==> src/rtl/seven_seg_pkg.sv <==
// seven_seg_pkg: segment codes, blank code, digit count and the segment decoder
package seven_seg_pkg;
   localparam int NUM_DIGITS = 4;
   localparam logic [6:0] SEG_0     = 7'b1000000;
   localparam logic [6:0] SEG_1     = 7'b1111001;
   localparam logic [6:0] SEG_2     = 7'b0100100;
   localparam logic [6:0] SEG_3     = 7'b0110000;
   localparam logic [6:0] SEG_4     = 7'b0011001;
   localparam logic [6:0] SEG_5     = 7'b0010010;
   localparam logic [6:0] SEG_6     = 7'b0000010;
   localparam logic [6:0] SEG_7     = 7'b1111000;
   localparam logic [6:0] SEG_8     = 7'b0000000;
   localparam logic [6:0] SEG_9     = 7'b0010000;
   localparam logic [6:0] SEG_BLANK = 7'b1111111;

   function automatic logic [6:0] seg_decode(input logic [3:0] d);
      case (d)
         4'd0:    return SEG_0;
         4'd1:    return SEG_1;
         4'd2:    return SEG_2;
         4'd3:    return SEG_3;
         4'd4:    return SEG_4;
         4'd5:    return SEG_5;
         4'd6:    return SEG_6;
         4'd7:    return SEG_7;
         4'd8:    return SEG_8;
         4'd9:    return SEG_9;
         default: return SEG_BLANK;
      endcase
   endfunction
endpackage

==> src/rtl/bcd.sv <==
// bcd: combinational 13-bit binary to four-digit BCD converter (shift-add-3)
module bcd
   import seven_seg_pkg::*;
(
   input  logic [12:0]              bin_i,
   output logic [4*NUM_DIGITS-1:0]  bcd_o
);
   logic [4*NUM_DIGITS-1:0] v;

   // Double dabble: correct each digit above 4 before shifting in the next bit
   always_comb begin
      v = '0;
      for (int i = 12; i >= 0; i--) begin
         for (int d = 0; d < NUM_DIGITS; d++)
            if (v[4*d +: 4] > 4'd4) v[4*d +: 4] = v[4*d +: 4] + 4'd3;
         v = {v[4*NUM_DIGITS-2:0], bin_i[i]};
      end
      bcd_o = v;
   end
endmodule

==> src/rtl/seven_seg_scan_ctrl.sv <==
// seven_seg_scan_ctrl: multiplexed 4-digit seven-segment driver with tear-free frame updates
module seven_seg_scan_ctrl
   import seven_seg_pkg::*;
#(
   parameter int REFRESH_DIV   = 100000,
   parameter bit BLANK_LEADING = 1'b1
) (
   input  logic        clk_i,
   input  logic        rst_i,
   input  logic        en_i,
   input  logic [12:0] num_i,
   input  logic        load_i,
   output logic [3:0]  anode_o,
   output logic [6:0]  seg_o,
   output logic        updated_o
);
   localparam int CW = $clog2(REFRESH_DIV);
   localparam int DW = 4 * NUM_DIGITS;

   logic [CW-1:0] cnt_q, cnt_d;
   logic [1:0]    idx_q, idx_d;
   logic [12:0]   hold_q;
   logic          load_q, pend_flag_q, pend_flag_d, upd_q;
   logic [DW-1:0] bcd_w, pend_q, disp_q, disp_d;
   logic [3:0]    anode_q, anode_d, zero_w, lead_w, digit;
   logic [6:0]    seg_q, seg_d;
   logic          tick, wrap, blank;

   bcd u_bcd (
      .bin_i (hold_q),
      .bcd_o (bcd_w)
   );

   // Next state: slot counter, scan index, frame-boundary copy and the outputs for the new slot
   always_comb begin
      tick        = cnt_q == CW'(REFRESH_DIV - 1);
      wrap        = tick && idx_q == 2'd3;
      cnt_d       = tick ? '0 : cnt_q + CW'(1);
      idx_d       = tick ? idx_q + 2'd1 : idx_q;
      disp_d      = (wrap && pend_flag_q) ? pend_q : disp_q;
      pend_flag_d = load_q ? 1'b1 : (wrap ? 1'b0 : pend_flag_q);
      for (int i = 0; i < NUM_DIGITS; i++) zero_w[i] = disp_d[4*i +: 4] == 4'd0;
      lead_w      = {zero_w[3], &zero_w[3:2], &zero_w[3:1], 1'b0};
      digit       = disp_d[{idx_d, 2'b00} +: 4];
      blank       = BLANK_LEADING && lead_w[idx_d];
      seg_d       = blank ? SEG_BLANK : seg_decode(digit);
      anode_d     = en_i ? ~(4'b0001 << idx_d) : 4'b1111;
   end

   // State and registered outputs; a load lands in hold, then its BCD lands in pending a cycle later
   always_ff @(posedge clk_i) begin
      if (rst_i) begin
         cnt_q       <= '0;
         idx_q       <= '0;
         hold_q      <= '0;
         load_q      <= 1'b0;
         pend_q      <= '0;
         pend_flag_q <= 1'b0;
         disp_q      <= '0;
         anode_q     <= 4'b1111;
         seg_q       <= SEG_BLANK;
         upd_q       <= 1'b0;
      end else begin
         cnt_q       <= cnt_d;
         idx_q       <= idx_d;
         if (load_i) hold_q <= num_i;
         load_q      <= load_i;
         if (load_q) pend_q <= bcd_w;
         pend_flag_q <= pend_flag_d;
         disp_q      <= disp_d;
         anode_q     <= anode_d;
         seg_q       <= seg_d;
         upd_q       <= wrap && pend_flag_q;
      end
   end

   assign anode_o   = anode_q;
   assign seg_o     = seg_q;
   assign updated_o = upd_q;
endmodule

==> config.mk <==
export PLATFORM = sky130hd
export DESIGN_NAME = seven_seg_scan_ctrl
export DESIGN_NICKNAME = d
export VERILOG_FILES = /design/src/rtl/seven_seg_pkg.sv /design/src/rtl/bcd.sv /design/src/rtl/seven_seg_scan_ctrl.sv
export SDC_FILE = /design/constraint.sdc
export NUM_CORES = 1
export LEC_CHECK = 0
export ABC_CLOCK_PERIOD_IN_PS = 16500
export BUFFER_PORTS_ARGS = -buffer_cell sky130_fd_sc_hd__buf_4
export CORE_MARGIN = 2
export CORE_UTILIZATION = 60
export DETAILED_ROUTE_END_ITERATION = 6
export PLACE_DENSITY = 0.78
export SETUP_SLACK_MARGIN = 0.2
export SYNTH_ARGS = -nofsm -noshare
export SYNTH_HDL_FRONTEND = slang
export SYNTH_HIERARCHICAL = 1
export SYNTH_SLANG_ARGS = --single-unit
==> constraint.sdc <==
create_clock -name clk_i -period 16.5 [get_ports clk_i]
set_input_delay 0 -clock clk_i [delete_from_list [all_inputs] [get_ports clk_i]]
set_output_delay 0 -clock clk_i [all_outputs]
set_load 0.01 [all_outputs]
== Word-level counts from Yosys, hierarchy flattened ==
Memory sizes are Yosys's and may differ from the RTL's. A register that Yosys moved wholly into a read port is not among the register bits.
Cells that the tools add are included.

* Register bits after elaboration: 71
* Bits in latches: 0
* RAM bits: 0
* Memory bits (read-only): 112
* Bits of input ports: 17
* Output and inout port bits: 12
* Logic and storage cells: 102
* Memories: 1

{| class="wikitable"
|+ Memory list
! memory !! depth !! width !! read ports !! clocked after Yosys merged registers in !! wr ports !! RTL line !! source
|-
| (name not given) || 16 || 7 || 1 || 1 || 0 || seven_seg_pkg.sv:17 || <nowiki>case (d)</nowiki>
|}

* Add/sub/neg operators: 24
* $mul: 0
* Div/mod/pow operators: 0
* Magnitude comparators: 23
* Equality and inequality tests: 2
* Shift operators: 2
* Muxes and demuxes: 28
* Bitwise operators: 2
* Reductions and logical operators: 11

{| class="wikitable"
|+ Operators by type and width
! cell !! count
|-
| 4-bit two-way mux || 21
|-
| 4-bit by 2-bit adder with 4-bit output (second input constant) || 18
|-
| 4-bit by 3-bit > comparator with 1-bit output (second input constant) || 18
|-
| 17-bit by 1-bit adder with 17-bit output (second input constant) || 1
|-
| 17-bit equality test (second input constant) || 1
|-
| 16-bit two-way mux || 1
|-
| 16-bit by 5-bit indexed part select with 4-bit output || 1
|-
| 3-bit by 2-bit adder with 4-bit output (second input constant) || 3
|-
| 3-bit > comparator (second input constant) || 4
|-
| 4-bit logical NOT || 3
|-
| 2-bit OR reduction || 3
|-
| 4-bit NOT || 1
|-
| 1-bit by 2-bit << shifter with 4-bit output (first input constant) || 1
|-
| 3-bit by 2-bit adder with 3-bit output (second input constant) || 1
|-
| 2-bit by 3-bit less-than comparator with 1-bit output (second input constant) || 1
|-
| 1-bit two-way mux || 3
|-
| 3-bit two-way mux || 1
|-
| 3-bit AND reduction || 1
|-
| 2-bit by 1-bit adder with 2-bit output (second input constant) || 1
|-
| 1-bit binary-select mux with 2-bit select || 1
|-
| 2-bit equality test (second input constant) || 1
|-
| 1-bit logical AND || 2
|-
| 2-bit two-way mux || 1
|-
| 2-bit AND reduction || 1
|-
| 2 further kinds || 2
|}

== Depth between registers and ports, before layout ==
* Depth in word-level cells: 20
* Gate-level depth with buffers: 38
* Mapped depth without buffers: 34

== Modules after synthesis ==
Netlist, hierarchy kept.

{| class="wikitable"
|+ By module, submodules not included
! module !! instances !! cells each !! area each (um^2)
|-
| seven_seg_scan_ctrl || 1 || 367 || 3483.3
|-
| bcd || 1 || 468 || 3338.2
|}

== Least setup slack after synthesis ==
No wires, ideal clock.

* Path kind: register -> register
* Start: reg hold_q[10]
* End: reg pend_q[10]
* Library setup time: 0.065 ns
* Arrival time: 6.628 ns
* Slack: 9.807 ns
* Stages on the path, launching flop included: 37
* Period minus slack after synthesis: 6.693 ns
* Cell sequence: dfxtp_1 -> buf_4 -> inv_1 -> ha_1 -> inv_1 -> ha_1 -> buf_6 -> and2_4 -> o41ai_2 -> o31a_2 -> o21ai_0 -> nand2_1 -> nand2_1 -> ha_1 -> clkbuf_1 -> nand3_1 -> o221ai_1 -> o211a_1 -> clkbuf_1 -> a2111oi_0 -> a21oi_2 -> and3_1 -> buf_4 -> a31oi_1 -> nor3_1 -> nor3b_1 -> ha_1 -> nor2_1 -> mux2_2 -> inv_1 -> ha_1 -> nand2_1 -> a22o_1 -> a211oi_2 -> mux2i_1 -> mux2i_1 -> nor2_1

* Longest elaborated chain between the ends: 20

{| class="wikitable"
|+ RTL lines
! element !! RTL line !! source
|-
| from (decl) || seven_seg_scan_ctrl.sv:22 || <nowiki>logic [12:0] hold_q;</nowiki>
|-
| from (signal assigned) || seven_seg_scan_ctrl.sv:66 || <nowiki>if (load_i) hold_q <= num_i;</nowiki>
|-
| 3-bit by 2-bit adder with 4-bit output / 3-bit > comparator (equally long branches) || bcd.sv:15 || <nowiki>if (v[4*d +: 4] > 4'd4) v[4*d +: 4] = v[4*d +: 4] + 4'd3;</nowiki>
|-
| 4-bit two-way mux (*) || bcd.sv:15 ||
|-
| 4-bit by 2-bit adder with 4-bit output / 4-bit by 3-bit > comparator with 1-bit output (equally long branches) || bcd.sv:15 ||
|-
| 4-bit two-way mux || bcd.sv:15 ||
|-
| 4-bit by 2-bit adder with 4-bit output / 4-bit by 3-bit > comparator with 1-bit output (equally long branches) || bcd.sv:15 ||
|-
| 4-bit two-way mux || bcd.sv:15 ||
|-
| 4-bit by 2-bit adder with 4-bit output (tied with other cells) || bcd.sv:15 ||
|-
| 4-bit two-way mux || bcd.sv:15 ||
|-
| (+5 left out) || - ||
|-
| 4-bit two-way mux || bcd.sv:15 ||
|-
| 4-bit by 2-bit adder with 4-bit output / 4-bit by 3-bit > comparator with 1-bit output (equally long branches) || bcd.sv:15 ||
|-
| 4-bit two-way mux || bcd.sv:15 ||
|-
| 4-bit by 2-bit adder with 4-bit output / 4-bit by 3-bit > comparator with 1-bit output (equally long branches) || bcd.sv:15 ||
|-
| 4-bit two-way mux || bcd.sv:15 ||
|-
| 4-bit by 2-bit adder with 4-bit output / 4-bit by 3-bit > comparator with 1-bit output (equally long branches) || bcd.sv:15 ||
|-
| 4-bit two-way mux (*) || bcd.sv:15 ||
|-
| named net bcd_w[10] || seven_seg_scan_ctrl.sv:24 || <nowiki>logic [DW-1:0] bcd_w, pend_q, disp_q, disp_d;</nowiki>
|-
| to (signal assigned) || seven_seg_scan_ctrl.sv:68 || <nowiki>if (load_q) pend_q <= bcd_w;</nowiki>
|-
| to (decl) || seven_seg_scan_ctrl.sv:24 ||
|}

Mark *: on every way through the listed nets, which the timed path passes. The rest lies on a longest branch.
A chain may end at the register's enable or synchronous reset.

== Final worst setup path ==
Same ends and word-level chain as after synthesis.

==> flow_summary.json <==
{
  "status": "finished, final reports clean",
  "yosys.area.top_type_share_pct": 22.9,
  "ant_nets": 0,
  "grt_pass1_vias": 6041,
  "synth_simple_gate_area_share_pct": 23.3,
  "rr_startpoint": "hold_q[10]$_SDFFE_PP0P_",
  "fmax_mhz": 124,
  "drv_slew": 0,
  "synthFlopType": "dfxtp_1",
  "ir_worst_vdd_mv": 0.125,
  "wl_per_cell_um": 17.2,
  "cts_tree": "yes",
  "cts_buffer_depth": 2,
  "fillers": 887,
  "wirelength_mm": 16.9,
  "cp_slowest_cell": "or3_1",
  "clk_pin_slew_ps": 70,
  "dp.cells": 954,
  "drt_iter0_drc": 718,
  "p_leak_nw": 2.82,
  "hold_path_depth": 3,
  "finalHoldViolations": 0,
  "drc_errors": 0,
  "cts_buffers": 9,
  "yosysUniqueCellTypes": 110,
  "critical-path-max-stage-delay_ps": 550,
  "synth_mux_area_share_pct": 11.2,
  "power_mw": 0.882,
  "rsz0062_at_grt": "false",
  "synthesis.nets": 879,
  "synth_enable_flop_cells": 0,
  "worst-r2r-setup-slack_ps": 8430,
  "grt_usage_pct": 27.4,
  "instances_no_fill": 983,
  "hold_path_class": "input pin to flip-flop",
  "htreeDepth": 3,
  "worstMarginPinSlew_ps": 984,
  "cp.arrival_ps": 8350,
  "synth-seq-area-share_pct": 22.9,
  "final-setup-viol-count": 0,
  "setup_ws_ps": 8430,
  "slew_headroom_pct": 34.3,
  "synth_compound_area_share_pct": 26.9,
  "design_area_mm2": 0.00739,
  "async_reset_ff_share_pct": 0,
  "min_period_ps": 8070,
  "drive_gt1_share_pct": 13.4,
  "multiInputGateArea_mm2": 0.00490,
  "ys.warnings.count": 6,
  "setup_tns_ps": 0,
  "fin_skew_ps": 14.1,
  "dp_hpwl_mm": 12.2,
  "synth_top_area_cell": "dfxtp_1",
  "whs_endpoint": "anode_o[3]$_SDFF_PP1_",
  "clockRootBuffer": "clkbuf_16",
  "postPlaceCellArea_mm2": 0.00696,
  "antenna_found_initial": 0,
  "rows": 38,
  "insertion_delay_ps": 350,
  "regArea_mm2": 0.00156,
  "yosys-top-cells-count": "nor2_1 (94), dfxtp_1 (78), nand2_1 (74), mux2i_1 (51), a21oi_1 (45)",
  "grt-ovfl-total": 0,
  "yosysMostFrequentCell": "nor2_1",
  "r2r-end": "pend_q[10]$_SDFFE_PP0P_",
  "dr.pass1.iters": 5,
  "power_density_mw_per_mm2": 119,
  "ys_ff_latch": 78,
  "die_w_um": 111,
  "synth-xor-area-share_pct": 5.39,
  "synth_area_mm2": 0.00682,
  "synthAdderAreaFrac_pct": 5.10,
  "via_per_inst": 6.54,
  "synth_top_family_by_area": "compound AO/OA/AOI/OAI gates",
  "synth_area_leaders": "dfxtp_1 (23%), mux2i_1 (7.5%), nor2_1 (5.2%), ha_1 (5.0%), nand2_1 (4.1%)",
  "num_vias": 6425,
  "io_pins": 29,
  "clock-sinks": 78,
  "antenna_cells": 0,
  "syn_to_final_growth_pct": 8.27,
  "cp-end-kind": "flip-flop",
  "core_area_mm2": 0.0110,
  "grt_max_degree": 57,
  "worst-path-max-fanout": 13,
  "drv_cap": 0,
  "crit_type": "flip-flop to flip-flop",
  "port_buffers": 28,
  "gp_congestion": 0.938,
  "grt_pass1_wl_mm": 28.6,
  "crit_path_start_kind": "flip-flop",
  "dieArea_mm2": 0.0122,
  "dpl_worst_slack_ps": 8580,
  "reg2reg_depth": 32,
  "period_share_pct": 48.9,
  "min_from": "en_i",
  "layout.nets": 882,
  "die_y_um": 111,
  "critPathRequiredTime_ps": 16780,
  "initial_utilization_pct": 62.1,
  "syn_avg_cell_area_um2": 8.17,
  "synthCells": 835,
  "cts_setup_buffers": 0
}
## per-layer routing
layer | GRT usage (%) | up-vias | wire, um | part of all wire [%]
met5 | 0 | - | 0 | 0
met4 | 7.17 | 0 | 226 | 1.3
met3 | 4.94 | 29 | 1060 | 6.3
met2 | 42.6 | 239 | 7500 | 44
met1 | 39.3 | 3033 | 8110 | 48
li1 | - | 3124 | - | -
## timing repair
| item | CTS | global route |
|---|---|---|
| endpoints found under the hold margin | 13 | 0 |
| hold buffers | 13 | 0 |
| gates resized for setup | 0 | 0 |
## registers in the layout, indices dropped and copies added, names as in the netlist
signal / cells
anode_o: 4
cnt_q: 17
disp_q: 16
hold_q: 13
idx_q: 2
load_q: 1
pend_flag_q: 1
pend_q: 16
seg_o: 7
updated_o: 1
## power by group
group / internal, mW / switching, mW / total (mW) / leakage, nW
combinational: 0.198 / 0.263 / 0.461 / 2.03
clock: 0.118 / 0.0829 / 0.201 / 0.147
sequential: 0.202 / 0.0177 / 0.220 / 0.636
## cell usage in the layout, fill, tap and decap left out, types with 9 or more instances in the layout
| master | count |
|---|---|
| buf_4 | 28 |
| o21ai_0 | 30 |
| xor2_1 | 11 |
| nor2_1 | 94 |
| inv_1 | 24 |
| nand3_1 | 31 |
| nor3_1 | 30 |
| and3_1 | 9 |
| dlygate4sd3_1 | 13 |
| mux2_2 | 10 |
| ha_1 | 27 |
| a31oi_1 | 11 |
| clkbuf_16 | 9 |
| o211ai_1 | 14 |
| dfxtp_1 | 78 |
| a21oi_1 | 45 |
| nor4_1 | 9 |
| nand2_1 | 74 |
| xnor2_1 | 24 |
| nand2b_1 | 12 |
| mux2i_1 | 51 |
| or3_1 | 9 |
## logic make-up after synthesis
family,Yosys count
and+or+nand+nor,317
muxes,69
xor gates and xnor gates,38
DFF,78
buffers and inverters,78
adders and majority gates,28
AOI/OAI and AO/OA,227
## worst max path at each step
stage	slack [ps]	cells past startpoint	to	from
floorplan	9810	36	pend_q[10]$_SDFFE_PP0P_	hold_q[10]$_SDFFE_PP0P_
global placement	9050	30	pend_q[10]$_SDFFE_PP0P_	hold_q[10]$_SDFFE_PP0P_
detailed placement	8580	32	pend_q[10]$_SDFFE_PP0P_	hold_q[10]$_SDFFE_PP0P_
CTS	8550	32	pend_q[10]$_SDFFE_PP0P_	hold_q[10]$_SDFFE_PP0P_
global route	7640	32	pend_q[10]$_SDFFE_PP0P_	hold_q[10]$_SDFFE_PP0P_
finish	8430	32	pend_q[10]$_SDFFE_PP0P_	hold_q[10]$_SDFFE_PP0P_
## layout make-up
class | count | area share (%)
Clock buffer | 10 | 3.10
Clock inverter | 6 | 0.949
Inverter | 29 | 1.47
Multi-Input combinational cell | 679 | 66.4
Sequential cell | 78 | 21.1
Tap cell | 140 | 2.37
Timing Repair Buffer | 41 | 4.61
## per-stage QoR
stage          utilization [%]  hold slack (ps)
6_report                  67.2             36.1
5_1_grt                   67.2             45.4
4_1_cts                   67.2             38.1
3_5_place_dp              63.3              241
3_3_place_gp              63.3              236
2_1_floorplan                -              147
## critical path: cells and delay by family, from the launching register on
kind	cells	cell delay, ps
AND/OR/NAND/NOR	10	2240
multiplexers	3	540
XOR/XNOR	1	230
AO/OA/AOI/OAI	10	2420
adder cells (fa/ha/maj)	4	1380
flip-flops	1	540
buffers and inverters	4	690
(Power assumes the default switching activity.)
